**config.mk**
```make
export PLATFORM = sky130hd
export DESIGN_NAME = mips32_prog_loader
export DESIGN_NICKNAME = d
export VERILOG_FILES = /design/src/rtl/mips32_pkg.sv /design/src/rtl/mips32_prog_loader.sv
export SDC_FILE = /design/constraint.sdc
export NUM_CORES = 1
export LEC_CHECK = 0
export CORE_UTILIZATION = 40
export DETAILED_ROUTE_END_ITERATION = 7
export GPL_TIMING_DRIVEN = 0
export PLACE_DENSITY = 0.81
export SETUP_SLACK_MARGIN = 0.15
export SKIP_LAST_GASP = 1
export SYNTH_ARGS = -nofsm -noshare
export SYNTH_HDL_FRONTEND = slang
export SYNTH_SLANG_ARGS = --single-unit
```
**constraint.sdc**
```tcl
create_clock -name clk1 -period 1.6 [get_ports clk1]
set_input_delay 0.4 -clock clk1 [delete_from_list [all_inputs] [get_ports clk1]]
set_output_delay 0.4 -clock clk1 [all_outputs]
set_load 0.02 [all_outputs]
```
**src/rtl/mips32_pkg.sv**
```systemverilog
// Shared constants and types for the MIPS32 boot path: HLT encoding,
// loader state enumeration and memory sizing helpers.
package mips32_pkg;

    // Major opcode of the HLT instruction and the complete instruction word.
    localparam logic [5:0]  HLT_OPCODE = 6'b111111;
    localparam logic [31:0] HLT_INSTR  = {HLT_OPCODE, 26'd0};

    // Default memory geometry of the core (word addressed).
    localparam int unsigned DEF_ADDR_W = 10;
    localparam int unsigned MEM_DEPTH  = 32'd1 << DEF_ADDR_W;

    // Number of words addressable with an addr_w-bit word address.
    function automatic int unsigned mem_depth(input int unsigned addr_w);
        return 32'd1 << addr_w;
    endfunction

    // Loader sequencing states.
    typedef enum logic [2:0] {
        ST_IDLE   = 3'd0,
        ST_LOAD   = 3'd1,
        ST_GUARD  = 3'd2,
        ST_LAUNCH = 3'd3,
        ST_RUN    = 3'd4,
        ST_DONE   = 3'd5,
        ST_ERR    = 3'd6
    } loader_state_e;

endpackage

```
**src/rtl/mips32_prog_loader.sv**
```systemverilog
// Boot loader for the pipelined MIPS32 core. Streams program words into the
// core memory from address 0, optionally appends a HLT guard word, releases
// the core with a one-cycle start pulse and reports when the core halts.
module mips32_prog_loader
    import mips32_pkg::*;
#(
    parameter int unsigned ADDR_W     = DEF_ADDR_W,
    parameter logic [31:0] HLT_WORD   = HLT_INSTR,
    parameter bit          APPEND_HLT = 1'b1
) (
    input  logic              clk1,
    input  logic              rst_n,
    input  logic              start,
    input  logic              in_valid,
    input  logic [31:0]       in_data,
    input  logic              in_last,
    output logic              in_ready,
    output logic              mem_we,
    output logic [ADDR_W-1:0] mem_addr,
    output logic [31:0]       mem_wdata,
    output logic              cpu_hold,
    output logic              cpu_start,
    input  logic              cpu_halted,
    output logic              done,
    output logic              err,
    output logic [ADDR_W:0]   word_count
);

    localparam logic [ADDR_W-1:0] LAST_ADDR = {ADDR_W{1'b1}};
    localparam logic [ADDR_W-1:0] PTR_ONE   = ADDR_W'(1);
    localparam logic [ADDR_W:0]   CNT_ONE   = (ADDR_W + 1)'(1);

    loader_state_e     r_state;
    loader_state_e     w_state_nxt;
    logic [ADDR_W-1:0] r_ptr;
    logic [ADDR_W:0]   r_word_count;
    logic              r_mem_we;
    logic [ADDR_W-1:0] r_mem_addr;
    logic [31:0]       r_mem_wdata;
    logic              r_cpu_hold;
    logic              r_cpu_start;
    logic              r_done;
    logic              r_err;
    logic              w_hs;
    logic              w_at_end;
    logic              w_begin;

    // Ready depends on state only so upstream never sees a valid->ready loop.
    assign in_ready = (r_state == ST_LOAD);
    assign w_hs     = in_valid & in_ready;
    assign w_at_end = (r_ptr == LAST_ADDR);
    assign w_begin  = (w_state_nxt == ST_LOAD) && (r_state != ST_LOAD);

    assign mem_we     = r_mem_we;
    assign mem_addr   = r_mem_addr;
    assign mem_wdata  = r_mem_wdata;
    assign cpu_hold   = r_cpu_hold;
    assign cpu_start  = r_cpu_start;
    assign done       = r_done;
    assign err        = r_err;
    assign word_count = r_word_count;

    // Next-state decode; overflow is detected on the word written at the top address.
    always_comb begin
        w_state_nxt = r_state;
        case (r_state)
            ST_IDLE, ST_DONE, ST_ERR: begin
                if (start) begin
                    w_state_nxt = ST_LOAD;
                end else begin
                    w_state_nxt = r_state;
                end
            end
            ST_LOAD: begin
                if (w_hs && in_last) begin
                    if (APPEND_HLT && w_at_end) begin
                        w_state_nxt = ST_ERR;
                    end else if (APPEND_HLT) begin
                        w_state_nxt = ST_GUARD;
                    end else begin
                        w_state_nxt = ST_LAUNCH;
                    end
                end else if (w_hs && w_at_end) begin
                    w_state_nxt = ST_ERR;
                end else begin
                    w_state_nxt = ST_LOAD;
                end
            end
            ST_GUARD:  w_state_nxt = ST_LAUNCH;
            ST_LAUNCH: w_state_nxt = ST_RUN;
            ST_RUN: begin
                // The halted flag seen while the start pulse is out is from the previous run.
                if (cpu_halted && !r_cpu_start) begin
                    w_state_nxt = ST_DONE;
                end else begin
                    w_state_nxt = ST_RUN;
                end
            end
            default: w_state_nxt = ST_IDLE;
        endcase
    end

    // State register.
    always_ff @(posedge clk1) begin
        if (!rst_n) begin
            r_state <= ST_IDLE;
        end else begin
            r_state <= w_state_nxt;
        end
    end

    // Registered write port, pointer/count and core control outputs.
    always_ff @(posedge clk1) begin
        if (!rst_n) begin
            r_ptr        <= '0;
            r_word_count <= '0;
            r_mem_we     <= 1'b0;
            r_mem_addr   <= '0;
            r_mem_wdata  <= 32'd0;
            r_cpu_hold   <= 1'b1;
            r_cpu_start  <= 1'b0;
            r_done       <= 1'b0;
            r_err        <= 1'b0;
        end else begin
            r_mem_we <= w_hs || (r_state == ST_GUARD);
            if (w_begin) begin
                r_ptr        <= '0;
                r_word_count <= '0;
            end else if (w_hs) begin
                r_mem_addr   <= r_ptr;
                r_mem_wdata  <= in_data;
                r_ptr        <= r_ptr + PTR_ONE;
                r_word_count <= r_word_count + CNT_ONE;
            end else if (r_state == ST_GUARD) begin
                r_mem_addr  <= r_ptr;
                r_mem_wdata <= HLT_WORD;
            end else begin
                r_ptr <= r_ptr;
            end
            r_cpu_start <= (r_state == ST_LAUNCH);
            r_cpu_hold  <= (w_state_nxt != ST_RUN);
            r_done      <= (w_state_nxt == ST_DONE);
            r_err       <= (w_state_nxt == ST_ERR);
        end
    end

endmodule

```
==> reports/qor.txt <==
status - finished, violations left
failing checks - setup timing
slew margin rel. - 0.758
die width - 86.6 um
syn nets - 341
Final setup viols - 1
Worst EP arrival - 1200 ps
fin nets - 478
Worst-Skew Late Latency - 350 ps
Final HPWL DP - 5320 um
Gate Count Post-Synth - 301
main combinational cell family by area after synthesis - simple AND/OR/NAND/NOR gates
largest net degree at the start of global routing - 12
n_diodes - 0
critical path's top delay family - flip-flops
Post-Place Setup Slack - -631 ps
XOR/XNOR Fraction of Synth Area - 0.0612
worst slew pin tran - 362 ps
router iterations before antenna repair - 4
pwr dens - 815 nW/um2
port bufs - 96
Post-Syn Area per Cell - 9.51 um2
row count - 30
Fin Clk Skew - 7.75 ps
TritonCTS Buffers - 9
Clock transition at path regs - 70 ps
Core Area - 6870 um2
hold slack final - 448 ps
post-synthesis cell type count - 38
Final Hold Vio Count - 0
sequential fraction of the synthesis area - 0.496
CTS sink cnt - 71
biggest cell delay along the critical path - 370 ps
Seq cells post-synth - 71
die area - 7500 um2
placer's final routability congestion estimate - 0.827
Congestion Overflow GR - 0
H-tree Lvls - 3
unrepaired setup endpoints after global routing - true
crit path max-delay cell type - dfxtp_4
Final ANT Viol Nets - 0
Synth Area in Simple Gates - 0.218
Area Overhead vs Synth - 60.9%
vias in the first global route - 2566
Peak Freq - 0.623 GHz
Longest Clk Path Bufs - 2
proportion of synthesized area in mux cells - 0
P_leak - 1.85 nW
MaxCap Viol Count - 0
IO Count - 97
Critical Path RT - 1200 ps
Detailed Route WL - 8430 um
global-route wire length before repair - 12400 um
GRT Util Overall - 0.217
CP Capture Type - output port
CTS tree - yes
Avg Vias per Cell - 5.22
DR DRC count - 0
period utilization - 1.00
vias - 2811
Final min period - 1600 ps
Slew Viols, Final - 0
initial antenna violation count - 0
worst-path fanout max - 3
worst hold path type - reg2reg
worst path cell trace - buf_12, nor3b_4, buf_6
Fill cells - 516
CTS Root Cell - clkbuf_8
DR iter-0 viols - 158
adder-cell share of the synthesized area - 0.00874
setup ws final - -4.53 ps
Syn Std Cell Area - 2860 um2
Crit Path Category - reg2out
worst path bufs/invs - 2
share of cells above drive strength 1 - 0.296
Peak supply drop - 0.544 mV
CP startpoint kind - flip-flop
Die H - 86.6 um
Compound-Gate Fraction of Synth Area - 0.173
initial core utilization - 0.417
Syn. warnings - 0
drt wl/cell - 15.7 um
path summary, 6_finish.rpt:
| path | from | to | slack, ps | depth (start not counted) |
|---|---|---|---|---|
| max | r_state[1] | in_ready | -5 | 3 |
| min | mem_addr[8] | mem_addr[8] | 450 | 2 |
| max reg2reg | r_state[1] | mem_wdata[28] | 10 | 6 |
| min reg2reg | mem_addr[8] | mem_addr[8] | 450 | 2 |
layer usage:
metal  global-route usage  part of all wire  up-vias
met1                0.270              0.42     1399
li1                     -                 -     1327
met2                0.362              0.52       67
met5                    0                 0        -
met4               0.0985             0.027        0
met3               0.0457             0.034       18
stage by stage:
stage,util,setup TNS (ps),total power [mW],std cells,instance area [um2]
after floorplan,-,0,2.16,301,2880
after global placement,0.577,-31540,2.41,493,3970
after detailed placement,0.577,-35310,2.42,493,3970
after CTS,0.643,-73.6,3.69,524,4420
after global routing,0.671,-439,3.90,538,4610
final,0.671,-4.53,3.76,538,4610
report_power, final:
group / internal, mW / leakage, nW / switching (mW) / total, mW
registers: 1.82 / 0.581 / 0.0320 / 1.85
clock network: 0.550 / 0.0829 / 0.665 / 1.22
logic: 0.371 / 1.18 / 0.319 / 0.690
total: 2.74 / 1.85 / 1.02 / 3.76
layout by cell type (no fill, tap or decap), types with 10 or more instances in the layout:
cell type        count
buf_4               21
xnor2_1             10
clkbuf_2            16
a22oi_1             26
dlygate4sd2_1       23
nand2_1             31
dfxtp_2             10
buf_6               16
nor2b_1             27
clkdlybuf4s50_1     36
dfxtp_1             59
nor2_1              21
clkdlybuf4s15_1     15
tightest hold or removal path, stage by stage (launching register included):
cell and delay [ps]:
dfxtp_1 310, nand2_1 50, a21boi_1 50
flip-flops by register name, summed over array words and instances, names as in the netlist:
name	count
r_ptr	10
r_state	3
err	1
cpu_start	1
mem_we	1
mem_addr	10
word_count	11
mem_wdata	32
done	1
cpu_hold	1
area by class of cell:
type,instances,area (um2),share of cell area
Multi-Input combinational cell,203,1480,0.322
Clock buffer,11,131,0.0285
Tap cell,96,120,0.0261
Clock inverter,4,23.8,0.00516
Timing Repair Buffer,126,1180,0.256
Inverter,5,18.8,0.00407
Sequential cell,71,1440,0.313
Buffer,22,211,0.0459
cells in the mapped netlist, drive strengths merged:
master   number  area [um2]
a2111oi       1        27.5
a21boi       12        90.1
a21o          1        7.51
a21oi         6        30.0
a22oi        27         203
a31oi         1        6.26
a32o          1        11.3
and2          4        25.0
and3          3        18.8
and3b         2        17.5
and4          2        17.5
buf          15        75.1
clkbuf        7        26.3
dfxtp        71        1420
ha            2        25.0
inv           5        18.8
nand2        32         120
nand2b        1        6.26
nand3         6        30.0
nand4         9        56.3
nand4bb       1        11.3
nor2         21        78.8
nor2b        28         175
nor3          3        25.0
nor3b         2        15.0
nor4          3        18.8
nor4bb        1        10.0
o211ai        1        7.51
o21a          1        7.51
o21ai         4        23.8
o221a         6        67.6
o22a          1        8.76
o22ai         1        6.26
xnor2        11        96.3
xor2          9        78.8
logic make-up (layout without fill, tap and decap cells):
group	after synthesis	after routing
AND/OR/NAND/NOR	118	118
flip-flops	71	71
AO/OA/AOI/OAI	63	63
buffers and inverters	27	168
XOR/XNOR	20	20
adder cells (fa/ha/maj)	2	2
what timing repair did:
item,CTS,global route
setup buffers,13,11
cloned,3,3
endpoints found under the hold margin,0,0
hold buffers,0,0
setup endpoints to repair,129,100
pin swaps,11,14
gates resized for setup,149,67
No activity file was read; power rests on OpenSTA's default activity.
